[src/rtl/cv32e40p_pkg.sv]
// Shared types and helpers for the fault-tolerant multiplier monitor.
package cv32e40p_pkg;

  localparam int unsigned FT_NREP = 3;

  typedef enum logic [1:0] {
    FT_OK       = 2'd0,
    FT_DEGRADED = 2'd1,
    FT_FAILED   = 2'd2
  } ft_mon_state_e;

  function automatic logic [1:0] popcount3(input logic [2:0] v);
    return 2'(v[0]) + 2'(v[1]) + 2'(v[2]);
  endfunction

endpackage

[src/rtl/cv32e40p_ft_err_counter.sv]
// Per-replica error counter: saturating increment, leak decrement, frozen once isolated.
module cv32e40p_ft_err_counter #(
  parameter int unsigned CNT_W = 8
) (
  input  logic             clk,
  input  logic             rst,
  input  logic             inc_i,
  input  logic             leak_i,
  input  logic             freeze_i,
  output logic [CNT_W-1:0] cnt_o
);

  logic [CNT_W-1:0] r_cnt;
  logic             w_dec;

  // A leak only takes effect on a nonzero count; it then cancels a same-cycle increment.
  assign w_dec = leak_i && (r_cnt != '0);

  always_ff @(posedge clk) begin
    if (rst) begin
      r_cnt <= '0;
    end else if (!freeze_i) begin
      if (inc_i && !w_dec) begin
        if (r_cnt != '1) r_cnt <= r_cnt + CNT_W'(1);
      end else if (w_dec && !inc_i) begin
        r_cnt <= r_cnt - CNT_W'(1);
      end
    end
  end

  assign cnt_o = r_cnt;

endmodule

[src/rtl/cv32e40p_mult_ft_monitor.sv]
// Health monitor for the TMR multiplier: per-replica leaky error counters,
// replica isolation and an OK/DEGRADED/FAILED state machine.
module cv32e40p_mult_ft_monitor
  import cv32e40p_pkg::*;
#(
  parameter int unsigned THRESH = 4,
  parameter int unsigned CNT_W  = 8,
  parameter int unsigned WINDOW = 256
) (
  input  logic                 clk,
  input  logic                 rst,
  input  logic                 valid_i,
  input  logic [2:0]           err_i,
  input  logic                 clear_i,
  output logic [2:0]           fault_mask_o,
  output logic [1:0]           state_o,
  output logic                 alarm_o,
  output logic [15:0]          total_err_o,
  output logic [3*CNT_W-1:0]   cnt_o
);

  localparam int unsigned WIN_W = (WINDOW > 2) ? $clog2(WINDOW) : 1;

  ft_mon_state_e    r_state;
  logic [2:0]       r_mask;
  logic             r_alarm;
  logic [15:0]      r_total;
  logic [WIN_W-1:0] r_win;

  logic             w_clr;
  logic             w_wrap;
  logic [1:0]       w_nerr;
  logic             w_single;
  logic             w_multi;
  logic [2:0]       w_hit;
  logic [CNT_W-1:0] w_cnt [FT_NREP];

  assign w_clr    = rst || clear_i;
  assign w_wrap   = (r_win == WIN_W'(WINDOW - 1));
  assign w_nerr   = popcount3(err_i);
  assign w_single = valid_i && (w_nerr == 2'd1);
  assign w_multi  = valid_i && (w_nerr >= 2'd2);

  for (genvar k = 0; k < FT_NREP; k++) begin : g_rep
    cv32e40p_ft_err_counter #(.CNT_W(CNT_W)) u_cnt (
      .clk      (clk),
      .rst      (w_clr),
      .inc_i    (w_single && err_i[k]),
      .leak_i   (w_wrap),
      .freeze_i (r_mask[k]),
      .cnt_o    (w_cnt[k])
    );
    assign w_hit[k] = (w_cnt[k] >= CNT_W'(THRESH)) && !r_mask[k];
    assign cnt_o[k*CNT_W +: CNT_W] = w_cnt[k];
  end

  // Free-running leak window
  always_ff @(posedge clk) begin
    if (w_clr || w_wrap) r_win <= '0;
    else                 r_win <= r_win + WIN_W'(1);
  end

  // Saturating count of erroneous valid samples
  always_ff @(posedge clk) begin
    if (w_clr) begin
      r_total <= '0;
    end else if (valid_i && (err_i != 3'b000) && (r_total != 16'hFFFF)) begin
      r_total <= r_total + 16'd1;
    end
  end

  // Monitor state machine; FAILED is sticky until clear or reset
  always_ff @(posedge clk) begin
    if (w_clr) begin
      r_state <= FT_OK;
      r_mask  <= '0;
      r_alarm <= 1'b0;
    end else begin
      case (r_state)
        FT_OK: begin
          if (w_multi || (popcount3(w_hit) >= 2'd2)) begin
            r_state <= FT_FAILED;
            r_alarm <= 1'b1;
          end else if (w_hit != 3'b000) begin
            r_state <= FT_DEGRADED;
            r_mask  <= r_mask | w_hit;
          end
        end
        FT_DEGRADED: begin
          if (w_multi || (w_hit != 3'b000)) begin
            r_state <= FT_FAILED;
            r_alarm <= 1'b1;
          end
        end
        default: begin
          r_state <= FT_FAILED;
          r_alarm <= 1'b1;
        end
      endcase
    end
  end

  assign fault_mask_o = r_mask;
  assign state_o      = r_state;
  assign alarm_o      = r_alarm;
  assign total_err_o  = r_total;

endmodule

[config.mk]
export PLATFORM = sky130hd
export DESIGN_NAME = cv32e40p_mult_ft_monitor
export DESIGN_NICKNAME = d
export VERILOG_FILES = /design/src/rtl/cv32e40p_pkg.sv /design/src/rtl/cv32e40p_ft_err_counter.sv /design/src/rtl/cv32e40p_mult_ft_monitor.sv
export SDC_FILE = /design/constraint.sdc
export NUM_CORES = 1
export LEC_CHECK = 0
export BUFFER_PORTS_ARGS = -buffer_cell sky130_fd_sc_hd__buf_2
export CAP_MARGIN = 15
export CELL_PAD_IN_SITES_DETAIL_PLACEMENT = 0
export CELL_PAD_IN_SITES_GLOBAL_PLACEMENT = 2
export CORE_ASPECT_RATIO = 1.2
export CORE_MARGIN = 4
export CORE_UTILIZATION = 31
export DETAILED_ROUTE_END_ITERATION = 10
export HOLD_SLACK_MARGIN = 0.12
export MAX_ROUTING_LAYER = met4
export PLACE_DENSITY_LB_ADDON = 0.1
export SLEW_MARGIN = 40
export SYNTH_ARGS = -nofsm -noshare
export SYNTH_HDL_FRONTEND = slang
export SYNTH_SLANG_ARGS = --single-unit
export TNS_END_PERCENT = 10
[constraint.sdc]
create_clock -name clk -period 3.05 [get_ports clk]
set_input_delay 0.61 -clock clk [delete_from_list [all_inputs] [get_ports clk]]
set_output_delay 0.61 -clock clk [all_outputs]
set_load 0.02 [all_outputs]
## Word level (Yosys, flattened, before mapping)

Cells that the tools add are included.

- Add/subtract/negate cells: 12
- $lt $le $gt $ge: 5
- Eq/ne operators: 13
- Mux-type cells: 16
- Bitwise logic cells: 5
- Reduce and logical (&&, ||, !) cells: 47

Operator list:

| kind | count |
|---|---|
| $mux 8 | 9 |
| $add 8x1->8 const B | 4 |
| $ge 8x3->1 const B | 3 |
| $ne 8x8->1 const B | 3 |
| $reduce_bool 8->1 | 3 |
| $sub 8x1->8 const B | 3 |
| $logic_and 1x1->1 | 19 |
| $add 16x1->16 const B | 1 |
| $ne 16x16->1 const B | 1 |
| $reduce_and 3->1 | 4 |
| $ne 2x2->1 const B | 5 |
| $logic_not 1->1 | 9 |
| $eq 8x8->1 const B | 1 |
| $mux 2 | 3 |
| $reduce_bool 2->1 | 3 |
| $reduce_bool 3->1 | 2 |
| $add 1x1->2 | 2 |
| $add 2x1->2 | 2 |
| $eq 2x1->1 const B | 2 |
| $ge 2x2->1 const B | 2 |
| $logic_or 1x1->1 | 4 |
| $not 1->1 | 4 |
| $pmux 2 s2 | 1 |
| $reduce_and 2->1 | 2 |
| 5 further kinds | 6 |

- Flip-flop bits (word level): 54
- Input port bits: 7
- Logic and storage cells: 106

## Longest topological paths before layout

- Depth in word-level cells: 9
- Depth in mapped cells: 13
- Mapped depth without buffers: 13

## Modules after synthesis

From an unflattened synthesis, not the netlist that was laid out.

- Cell total of the unflattened synthesis: 422
- Area, all modules: 3575.9 um^2

By module, submodules not included:

| module | instances | cells each | area each (um^2) | sequential area each (um^2) |
|---|---|---|---|---|
| cv32e40p_ft_err_counter | 3 | 76 | 643.1 | 160.2 |
| cv32e40p_mult_ft_monitor | 1 | 194 | 1646.6 | 600.6 |

## Worst setup path after synthesis

No wires, ideal clock.

- Path type: input port to flip-flop
- Start: input err_i[0]
- End: register g_rep[1].u_cnt.r_cnt[6]
- Library setup time: 0.119 ns
- Arrival time: 2.972 ns
- Required time: 2.931 ns
- Slack: -0.040 ns
- Cell stages on the path: 12
- Cell sequence: fa_1 > nand2_1 > nor2_1 > and2_1 > ha_1 > inv_1 > fa_1 > a211oi_1 > o21bai_1 > a21oi_1 > xnor2_1 > o221a_2

- Longest elaborated chain between the ends: 9
- Elaborated cells on any way between the ends: 12
- Classes of those cells: add/sub: 2; eq/ne: 2; mux: 1; reduce/logical: 7

Ends and longest elaborated chain:

| item | line | RTL |
|---|---|---|
| start, declared | cv32e40p_mult_ft_monitor.sv:13 | `input logic [2:0] err_i,` |
| $add 1x1->2 (*) | cv32e40p_pkg.sv:13 | `return 2'(v[0]) + 2'(v[1]) + 2'(v[2]);` |
| $add 2x1->2 (*) | cv32e40p_pkg.sv:13 |  |
| $eq 2x1->1 (*) | cv32e40p_mult_ft_monitor.sv:41 | `assign w_single = valid_i && (w_nerr == 2'd1);` |
| $logic_and 1x1->1 (*) | cv32e40p_mult_ft_monitor.sv:41 |  |
| $logic_and 1x1->1 (*) | cv32e40p_mult_ft_monitor.sv:48 | `.inc_i (w_single && err_i[k]),` |
| $logic_not 1->1 | cv32e40p_ft_err_counter.sv:25 | `end else if (w_dec && !inc_i) begin` |
| $logic_and 1x1->1 | cv32e40p_ft_err_counter.sv:25 |  |
| $reduce_bool 2->1 (no line) | - |  |
| $reduce_and 3->1 (no line) | - |  |
| end signal, assigned | cv32e40p_ft_err_counter.sv:24 | `if (r_cnt != '1) r_cnt <= r_cnt + CNT_W'(1);` |
| end signal, assigned | cv32e40p_ft_err_counter.sv:26 | `r_cnt <= r_cnt - CNT_W'(1);` |
| end, declared | cv32e40p_ft_err_counter.sv:13 | `logic [CNT_W-1:0] r_cnt;` |

Every way passes the cells marked *; elsewhere a longest branch is shown, timed or not.
A chain may end at the register's enable or synchronous reset.

## Worst setup path in the final report

- Start: input err_i[0]
- End: register g_rep[0].u_cnt.r_cnt[7]

- Longest elaborated chain between the ends: 9
- Elaborated cells on any way between the ends: 12
- Classes of those cells: add/sub: 2; eq/ne: 2; mux: 1; reduce/logical: 7

Ends and longest elaborated chain:

| item | line |
|---|---|
| $add 1x1->2 | cv32e40p_pkg.sv:13 |
| $add 2x1->2 | cv32e40p_pkg.sv:13 |
| $eq 2x1->1 | cv32e40p_mult_ft_monitor.sv:41 |
| $logic_and 1x1->1 | cv32e40p_mult_ft_monitor.sv:41 |
| $logic_and 1x1->1 (*) | cv32e40p_mult_ft_monitor.sv:48 |
| $logic_not 1->1 | cv32e40p_ft_err_counter.sv:25 |
| $logic_and 1x1->1 | cv32e40p_ft_err_counter.sv:25 |
| $reduce_bool 2->1 (no line) | - |
| $reduce_and 3->1 (no line) | - |
| end signal, assigned | cv32e40p_ft_err_counter.sv:24 |
| end signal, assigned | cv32e40p_ft_err_counter.sv:26 |
| end, declared | cv32e40p_ft_err_counter.sv:13 |

Marked as above.

==> flow_summary.yaml <==
critical_path:
  required_ns: 3.28
  path_max_fanout: 9
  cpPeakStageDelay_ns: 0.54
  start_kind: "input port"
  slowest_stage: "fa_1"
  cp-end-kind: "flip-flop"
  crit_chain: "buf_2 > fa_1 > nand2_2 > nor2_4 > and2_4 > ha_4 > inv_4 > ha_1 > a211oi_2 > o211a_1 > or3_1 > a21oi_2 > mux2i_1"
  arrival_ns: 3.16
  crit_type: "in -> reg"
layout:
  finalInstanceArea_mm2: 0.00449
  nets: 508
  postLayoutCoreUtil: 0.439
  final_cell_mix: "nor2_1 (61), buf_4 (56), dfxtp_1 (54)"
  fillCellCount: 1045
  mostFrequentLayoutCell: "nor2_1"
  drive_above_1_share: 0.353
  areaGrowthSynthToFinish_pct: 36.3
  antenna_cells: 0
global_routing:
  grt_max_degree: 44
  grt_usage: 0.149
  grt_pass1_wl_mm: 14.6
  antenna_found_initial: 0
  grt_remaining_overflow: 0
  grt_pass1_vias: 3003
synthesis:
  synth_top_cell_area_share: 0.329
  syn_area_per_cell_um2: 9.07
  synth_area_mm2: 0.00329
  ys_types: 46
  yosysTopAreaCell: "dfxtp_1"
  synth_async_sr_flop_share: 0
  synth_top_flop_cell: "dfxtp_1"
  seq_area_frac_synth: 0.329
  ys_seq_elements: 54
  synth_warnings: 0
  synth_nets: 399
  synth_top_cells_by_area: "dfxtp_1 (33%), ha_1 (9.5%), nor2_1 (7.1%)"
  synth-edff-count: 0
  synth_cells: 363
die:
  core-area_mm2: 0.0102
  dieArea_mm2: 0.0123
  fp.dieH_um: 121
  dieWidth_um: 102
  initial_core_util: 0.322
  boundaryPins: 53
  rows: 40
placement:
  placed_area_mm2: 0.00417
  port_buffers: 52
  dp_hpwl_mm: 6.52
  place_congestion: 0.847
timing:
  max_freq_ghz: 0.342
  finalHoldViolCount: 0
  finalSetupTns_ns: 0
  tightest_slew_ns: 0.749
  period_share: 0.959
  clock_skew_ns: 0.00446
  slew_headroom: 0.499
  drv_slew: 0
  setup_viol_count_final: 0
  fin_crit_ns: 2.92
  holdWs_ns: 0.452
drt:
  first_pass_iters: 4
  drc: 0
  vias: 2960
  drt_iter0_drc: 44
  drt-total-wl_mm: 8.64
  drtAntennaViolNets: 0
  viasPerCell: 4.94
  wl_per_cell_um: 14.4
pwr:
  p_per_area_mw_per_mm2: 386
  power.leakage_nw: 2.04
  ir_worst_vdd_v: 0.000222
  p_total_w: 0.00173
clock_tree:
  root_buffer: "clkbuf_16"
  cts_buffer_depth: 2
  cts_tree: "done"
  cts.htree.levels: 2
  cts_made_buffers: 5
  clock_latency_ns: 0.30
  clkTransAtPathRegs_ns: 0.08
  cts_sinks: 54
hold_path:
  hp-class: "reg -> reg"
flow_run:
  drv_cap: 0
status:
  status: "completed"
-- routing by layer --
layer | track usage | wire, um | vias to the layer above
li1 | - | - | 1537
met1 | 0.197 | 4080 | 1380
met2 | 0.244 | 4250 | 38
met3 | 0.0224 | 239 | 5
met4 | 0.0295 | 75 | 0
met5 | - | 0 | -
-- power breakdown --
group | leakage (nW) | internal (W) | switching (W)
logic | 1.52 | 0.000148 | 0.000162
registers | 0.436 | 0.000718 | 0.0000162
clock network | 0.0848 | 0.000395 | 0.000293
total | 2.04 | 0.00126 | 0.000471
-- path summary, 6_finish.rpt --
path	startpoint	endpoint	slack, ns	depth (start not counted)
worst min-delay path	r_win[0]$_SDFF_PP0_	r_win[0]$_SDFF_PP0_	0.45	1
worst max-delay path	err_i[0]	g_rep[0].u_cnt.cnt_o[7]$_SDFFE_PP0P_	0.13	13
worst min register to register	r_win[0]$_SDFF_PP0_	r_win[0]$_SDFF_PP0_	0.45	1
worst max register to register	r_win[0]$_SDFF_PP0_	g_rep[1].u_cnt.cnt_o[7]$_SDFFE_PP0P_	0.24	13
-- cells in the mapped netlist, types with 5 or more instances --
cell / instances
xor2_1: 22
o21ai_0: 8
dfxtp_1: 54
nand2_1: 21
inv_1: 7
ha_1: 25
and3_1: 6
a21oi_1: 25
xnor2_1: 12
mux2i_1: 17
a21o_1: 6
nand3_1: 10
o211ai_1: 9
a211oi_1: 7
nand4_1: 7
nor2_1: 62
clkbuf_1: 5
-- repair_timing --
item / 4_1_cts / 5_1_grt
pin swaps: 0 / 13
gates resized for setup: 3 / 26
endpoints found under the setup margin: 4 / 11
buffers inserted: 0 / 0
hold buffers: 0 / 0
hold endpoints to repair: 0 / 0
-- critical path, delay by kind of cell --
kind	cells	cell delay, ns
muxes	1	0.18
AOI/OAI and AO/OA	3	0.47
buffers and inverters	2	0.19
adders and majority gates	3	1.00
and+or+nand+nor	4	0.70
-- cell type report --
cell class / count / area, um2 / area share
well taps: 126 / 158 / 0.0351
clock buffers: 5 / 125 / 0.0279
multi-input cells: 294 / 2320 / 0.518
flip-flops and latches: 54 / 1080 / 0.241
clock inverters: 3 / 47.5 / 0.0106
repair buffers: 110 / 721 / 0.161
inverters: 7 / 31.3 / 0.00697
-- logic make-up (layout without fill, tap and decap cells) --
family,after synthesis,in the layout,synth area share
buf+inv,15,125,0.0205
xor+xnor,34,34,0.0905
simple gates,130,130,0.197
compound gates,84,84,0.193
fa+ha+maj,29,29,0.119
flops,54,54,0.329
mux,17,17,0.0517
-- sequential cells by signal, summed over array words and instances, names as in the netlist --
signal             count
fault_mask_o           3
state_o                2
total_err_o           16
g_rep.u_cnt.cnt_o     24
alarm_o                1
r_win                  8
-- stage by stage --
stage / setup slack (ns) / instances
6_report: 0.125 / 599
5_1_grt: -0.00240 / 599
4_1_cts: 0.0138 / 599
3_5_place_dp: -0.423 / 591
3_3_place_gp: -0.398 / 591
2_1_floorplan: -0.00373 / 363
Note: power is estimated with default switching activity, not from simulation.
